<file path="config.mk">
export PLATFORM = sky130hd
export DESIGN_NAME = ps2_scan_ctrl
export DESIGN_NICKNAME = d
export VERILOG_FILES = /design/src/rtl/ps2_pkg.sv /design/src/rtl/ps2_evt_fifo.sv /design/src/rtl/ps2_scan_ctrl.sv
export SDC_FILE = /design/constraint.sdc
export NUM_CORES = 1
export LEC_CHECK = 0
export ABC_AREA = 1
export BUFFER_PORTS_ARGS = -buffer_cell sky130_fd_sc_hd__buf_4
export CAP_MARGIN = 10
export CORE_MARGIN = 10
export CORE_UTILIZATION = 55
export DETAILED_ROUTE_END_ITERATION = 16
export GPL_ROUTABILITY_DRIVEN = 0
export MAX_ROUTING_LAYER = met4
export PLACE_DENSITY_LB_ADDON = 0.25
export SYNTH_ARGS = -nofsm -noshare
export SYNTH_HDL_FRONTEND = slang
export SYNTH_SLANG_ARGS = --single-unit
</file>
<file path="constraint.sdc">
create_clock -name clk -period 2.7 [get_ports clk]
set_input_delay 0.405 -clock clk [delete_from_list [all_inputs] [get_ports clk]]
set_output_delay 0.405 -clock clk [all_outputs]
set_load 0.05 [all_outputs]
</file>
<file path="src/rtl/ps2_pkg.sv">
// Shared PS/2 scancode constants, sequencer state and event record
// for the scan controller and its event FIFO.
package ps2_pkg;

    localparam logic [7:0] PS2_EXT    = 8'hE0;
    localparam logic [7:0] PS2_BRK    = 8'hF0;
    localparam logic [7:0] PS2_BAT    = 8'hAA;
    localparam logic [7:0] PS2_ACK    = 8'hFA;
    localparam logic [7:0] PS2_RESEND = 8'hFE;
    localparam logic [7:0] PS2_ECHO   = 8'hEE;

    typedef enum logic [1:0] {
        StIdle,
        StPfxE0,
        StPfxF0,
        StPfxE0F0
    } ps2_state_e;

    typedef struct packed {
        logic       ext;
        logic       brk;
        logic [7:0] code;
    } ps2_event_t;

    // Controller/status bytes that never form part of a key event.
    function automatic logic ps2_is_status(input logic [7:0] b);
        return (b == PS2_BAT) || (b == PS2_ACK) || (b == PS2_RESEND) ||
               (b == PS2_ECHO) || (b == 8'h00) || (b == 8'hFF);
    endfunction

endpackage

</file>
<file path="src/rtl/ps2_evt_fifo.sv">
// Show-ahead event FIFO; a pop frees the head slot in the same cycle,
// so push and pop together are accepted even when full.
import ps2_pkg::*;

module ps2_evt_fifo #(
    parameter int unsigned DEPTH = 4
) (
    input  logic                     clk,
    input  logic                     rst_n,
    input  logic                     push,
    input  ps2_event_t               wdata,
    input  logic                     pop,
    output ps2_event_t               rdata,
    output logic                     full,
    output logic                     empty,
    output logic [$clog2(DEPTH):0]   count
);

    localparam int unsigned AW = $clog2(DEPTH);

    ps2_event_t    mem_q [DEPTH];
    logic [AW-1:0] wptr_q, rptr_q;
    logic [AW:0]   count_q;
    logic          do_push, do_pop;

    assign full    = (count_q == (AW+1)'(DEPTH));
    assign empty   = (count_q == '0);
    assign count   = count_q;
    assign do_pop  = pop && !empty;
    assign do_push = push && (!full || do_pop);
    assign rdata   = empty ? '0 : mem_q[rptr_q];

    always_ff @(posedge clk or negedge rst_n) begin
        if (!rst_n) begin
            wptr_q  <= '0;
            rptr_q  <= '0;
            count_q <= '0;
        end else begin
            if (do_push) wptr_q <= wptr_q + 1'b1;
            if (do_pop)  rptr_q <= rptr_q + 1'b1;
            if (do_push && !do_pop)      count_q <= count_q + 1'b1;
            else if (do_pop && !do_push) count_q <= count_q - 1'b1;
        end
    end

    always_ff @(posedge clk) begin
        if (do_push) mem_q[wptr_q] <= wdata;
    end

endmodule

</file>
<file path="src/rtl/ps2_scan_ctrl.sv">
// PS/2 scancode sequencer: prefix stripping, event FIFO and display registers.
// Define PS2_TYPEMATIC_FILTER_EN to suppress auto-repeat makes of a held key.
import ps2_pkg::*;

module ps2_scan_ctrl #(
    parameter int unsigned DEPTH       = 4,
    parameter int unsigned TIMEOUT_CYC = 50000
) (
    input  logic       clk,
    input  logic       rst_n,
    input  logic [7:0] rx_data,
    input  logic       rx_valid,
    input  logic       rx_err,
    output logic [7:0] ev_code,
    output logic       ev_ext,
    output logic       ev_brk,
    output logic       ev_valid,
    input  logic       ev_ready,
    output logic [7:0] curr_code,
    output logic [7:0] prev_code,
    output logic       ovf,
    input  logic       ovf_clr
);

    localparam int unsigned CW = $clog2(TIMEOUT_CYC + 1);

    ps2_state_e            state_q, state_d;
    logic [CW-1:0]         tmo_q;
    logic                  timeout;
    logic                  evt_gen, push, suppress, pop, drop;
    ps2_event_t            evt, head;
    logic                  fifo_full, fifo_empty;
    logic [$clog2(DEPTH):0] fifo_count;
    logic [7:0]            curr_q, prev_q;
    logic                  ovf_q;

    assign timeout = (state_q != StIdle) && (tmo_q == CW'(TIMEOUT_CYC - 1));

    always_ff @(posedge clk or negedge rst_n) begin
        if (!rst_n) state_q <= StIdle;
        else        state_q <= state_d;
    end

    // E0 always (re)starts an extended sequence; F0 keeps any E0 already seen.
    always_comb begin
        state_d = state_q;
        if (rx_err) begin
            state_d = StIdle;
        end else if (rx_valid) begin
            if (rx_data == PS2_EXT) begin
                state_d = StPfxE0;
            end else if (rx_data == PS2_BRK) begin
                state_d = (state_q == StPfxE0 || state_q == StPfxE0F0) ? StPfxE0F0 : StPfxF0;
            end else begin
                state_d = StIdle;
            end
        end else if (timeout) begin
            state_d = StIdle;
        end
    end

    always_comb begin
        evt_gen  = rx_valid && !rx_err && (rx_data != PS2_EXT) && (rx_data != PS2_BRK) &&
                   !ps2_is_status(rx_data);
        evt.ext  = (state_q == StPfxE0) || (state_q == StPfxE0F0);
        evt.brk  = (state_q == StPfxF0) || (state_q == StPfxE0F0);
        evt.code = rx_data;
    end

    always_ff @(posedge clk or negedge rst_n) begin
        if (!rst_n)                            tmo_q <= '0;
        else if (state_q == StIdle || rx_valid) tmo_q <= '0;
        else                                   tmo_q <= tmo_q + 1'b1;
    end

`ifdef PS2_TYPEMATIC_FILTER_EN
    logic       held_valid_q;
    logic       held_ext_q;
    logic [7:0] held_code_q;
    logic       held_match;

    assign held_match = held_valid_q && (held_ext_q == evt.ext) && (held_code_q == evt.code);
    assign suppress   = evt_gen && !evt.brk && held_match;

    always_ff @(posedge clk or negedge rst_n) begin
        if (!rst_n) begin
            held_valid_q <= 1'b0;
            held_ext_q   <= 1'b0;
            held_code_q  <= '0;
        end else if (evt_gen && !evt.brk && !held_match) begin
            held_valid_q <= 1'b1;
            held_ext_q   <= evt.ext;
            held_code_q  <= evt.code;
        end else if (evt_gen && evt.brk && held_match) begin
            held_valid_q <= 1'b0;
        end
    end
`else
    assign suppress = 1'b0;
`endif

    assign push = evt_gen && !suppress;
    assign pop  = ev_ready && !fifo_empty;
    assign drop = push && fifo_full && !pop;

    ps2_evt_fifo #(
        .DEPTH (DEPTH)
    ) u_fifo (
        .clk   (clk),
        .rst_n (rst_n),
        .push  (push),
        .wdata (evt),
        .pop   (pop),
        .rdata (head),
        .full  (fifo_full),
        .empty (fifo_empty),
        .count (fifo_count)
    );

    always_ff @(posedge clk or negedge rst_n) begin
        if (!rst_n) begin
            curr_q <= '0;
            prev_q <= '0;
            ovf_q  <= 1'b0;
        end else begin
            if (push && !evt.brk) begin
                prev_q <= curr_q;
                curr_q <= evt.code;
            end
            if (drop)         ovf_q <= 1'b1;
            else if (ovf_clr) ovf_q <= 1'b0;
        end
    end

    assign ev_code   = head.code;
    assign ev_ext    = head.ext;
    assign ev_brk    = head.brk;
    assign ev_valid  = (fifo_count != '0);
    assign curr_code = curr_q;
    assign prev_code = prev_q;
    assign ovf       = ovf_q;

endmodule

</file>
==> run summary <==
Fillers = 549
Sequential cell area = 2250 sq um
Setup TNS Final = 0 ps
Routed Wire Length = 7870 microns
Effective utilization at floorplan = 0.572
Class of the tightest hold or removal check = input port to asynchronous set/reset pin
Final critical delay including setup and external delays = 2430 ps
Max-cap violations = 0
Global-route wire length before repair = 13400 microns
Die height = 104 microns
Number of violations reported at the end of detailed-routing iteration 0 = 168
Unrepaired setup endpoints after global routing = false
Clock Root Buffer = clkbuf_8
Max-Slew Margin vs Limit = 0.597
Clock slew at the register clock pins of the worst setup and hold paths = 90 ps
Area growth from synthesis to final layout = 14.8%
Mapped Nets = 420
Count of port buffers added during placement = 41
CTS H-tree lvls = 3
Total core area = 6830 sq um
Most crowded layer after global routing = met2
Finish-stage setup viols = 0
Share of the yosys chip area belonging to registers = 0.577
Clock latency at the later pin of the worst-skew pair = 370 ps
Commonest cells after routing, fill and taps aside = 69 x nor2_1, 61 x nand2_1, 47 x buf_4
Cell Count Post-Placement = 527
Post-CTS Setup Repair Bufs = 0
Worst clock skew = 15.6 ps
Leakage power figure = 1.92 nW
Hold Fails Final Rpt = 0
Required time of the critical path = 2300 ps
Net total in the final layout = 463
Area used by multi-input combinational logic = 1420 sq um
Top_reg_cell synth = dfrtp_1
Worst endpoint data arrival time = 2020 ps
CP Capture Type = primary output
Status = complete, no violations
Horizontal die dimension = 104 microns
Antenna violations before repair = 0
Final HPWL DP = 5450 microns
Final Core Density = 0.656
Global-route usage over all layers = 0.155
Average cell area after synthesis = 9.79 sq um
Clock tree from TritonCTS = done
Yosys warning count = 0
Remaining global-route overflow = 0
Number of placed I/O pins = 42
Antenna diode count = 0
Synth cell types = 33
Max Fclk = 412 MHz
Power per unit of standard cell area = 915 nW/um^2
Instance count of the mapped netlist = 399
Vias per Instance = 5.19
Number of rows in the core area = 30
DRC viols = 0
First-pass detailed-route iteration total = 5
Number of pins with negative max-slew slack in the final report = 0
Maximum number of pins on one net before global-route repair = 43
Most common library cell in the layout ignoring fill and taps = nor2_1
Via Count = 2820
Final standard cell count with taps included and fillers excluded = 543
Area of the die = 10900 sq um
Met1 routing resource usage after global routing = 0.195
Count of flip-flops with a built-in enable after synthesis = 40
Number of nets still failing antenna checks after routing = 0
Sink count of the clock tree = 82
Top fanout value on the critical path = 11
Deepest clock path buffer count = 2
Routed length per instance = 14.5 microns
Peak supply drop = 0.467 mV
Overall power consumption = 4.10 mW
Met3 usage in global routing = 0.0428
Number of synthesized register bits = 82
Count of hold-fix buffers inserted at cts = 0
Number of clock buffers inserted by TritonCTS = 9
Measured slew at the worst slew-check pin = 604 ps
Final Worst Setup Slack = 271 ps
Final period util = 0.900
Cell area after synthesis = 3900 sq um
Vias in the first global route = 2794
Path type of the worst setup path = flop to primary output
Post-cts repair resize count = 0
Met2 track demand over resource = 0.238
Async set-or-reset flop fraction in the synthesized netlist = 0.512
Critical Path Start Type = flop
Worst setup slack before clock tree synthesis = 352 ps
Layout cells sized above 1 = 0.233
## cell type report
cell class                      count  share of cell area
Sequential cell                    82               0.503
Inverter                           36              0.0302
Tap cell                           96              0.0268
Multi-Input combinational cell    266               0.318
Clock inverter                      7              0.0165
Clock buffer                        9              0.0276
Timing Repair Buffer               47              0.0787
## worst max-delay path: stages, from the launching register on
cell and delay [ps]:
dfrtp_1 620, inv_1 310, nor2_1 150, o21ai_0 100, a21oi_1 230, buf_4 240
## Yosys cell counts (5+ instances only)
library cell,number,area [sq um]
nor2_2,9,56.3
a21oi_1,17,85.1
edfxtp_1,40,1200
nand4_1,19,119
xor2_1,5,43.8
o21ai_0,26,130
nand2_4,10,113
clkbuf_1,9,33.8
inv_1,32,120
nand2_1,61,229
ha_1,6,75.1
nand2_2,14,87.6
nor2_1,69,259
nand3_1,10,50.1
dfrtp_1,42,1050
## power breakdown
part	internal, mW	switching, mW
Clock	0.362	0.514
Combinational	0.494	1.15
Sequential	1.46	0.120
Total	2.31	1.79
## sequential cells by signal, summed over array words and instances (netlist names)
register       count
curr_code          8
ovf                1
prev_code          8
state_q            2
tmo_q             16
u_fifo.count       3
u_fifo.mem_q      40
u_fifo.rptr_q      2
u_fifo.wptr_q      2
## stage by stage
| step | area, sq um | hold WS, ps |
|---|---|---|
| 2_1_floorplan | 3910 | 109 |
| 3_3_place_gp | 4280 | 423 |
| 3_5_place_dp | 4280 | 424 |
| 4_1_cts | 4480 | 15.9 |
| 5_1_grt | 4480 | 28.3 |
| 6_report | 4480 | 11.1 |
## logic make-up after synthesis
logic type	share of synthesized area
flops	0.577
fa+ha+maj	0.0244
simple gates	0.262
mux	0.00288
xor+xnor	0.0135
compound gates	0.0615
buf+inv	0.0586
## per-layer routing
metal	routed length (microns)	vias to the layer above
li1	-	1404
met4	91	0
met3	389	9
met1	3650	1335
met2	3750	72
met5	0	-
## worst paths after layout
path,startpoint,to,slack (ps),cells after the start
max in group asynchronous,rst_n,u_fifo.wptr_q[0]$_DFFE_PN0P_,2320,1
worst max-delay path,u_fifo.rptr_q[1]$_DFFE_PN0P_,ev_code[7],270,5
worst max register to register,u_fifo.count[0]$_DFFE_PN0P_,u_fifo.count[1]$_DFFE_PN0P_,550,8
worst min register to register,tmo_q[0]$_DFF_PN0_,tmo_q[0]$_DFF_PN0_,460,1
min in group clk,ovf_clr,ovf$_DFFE_PN0P_,220,2
worst min-delay path,rst_n,tmo_q[14]$_DFF_PN0_,10,1
Note: power is estimated with default switching activity, not from simulation.
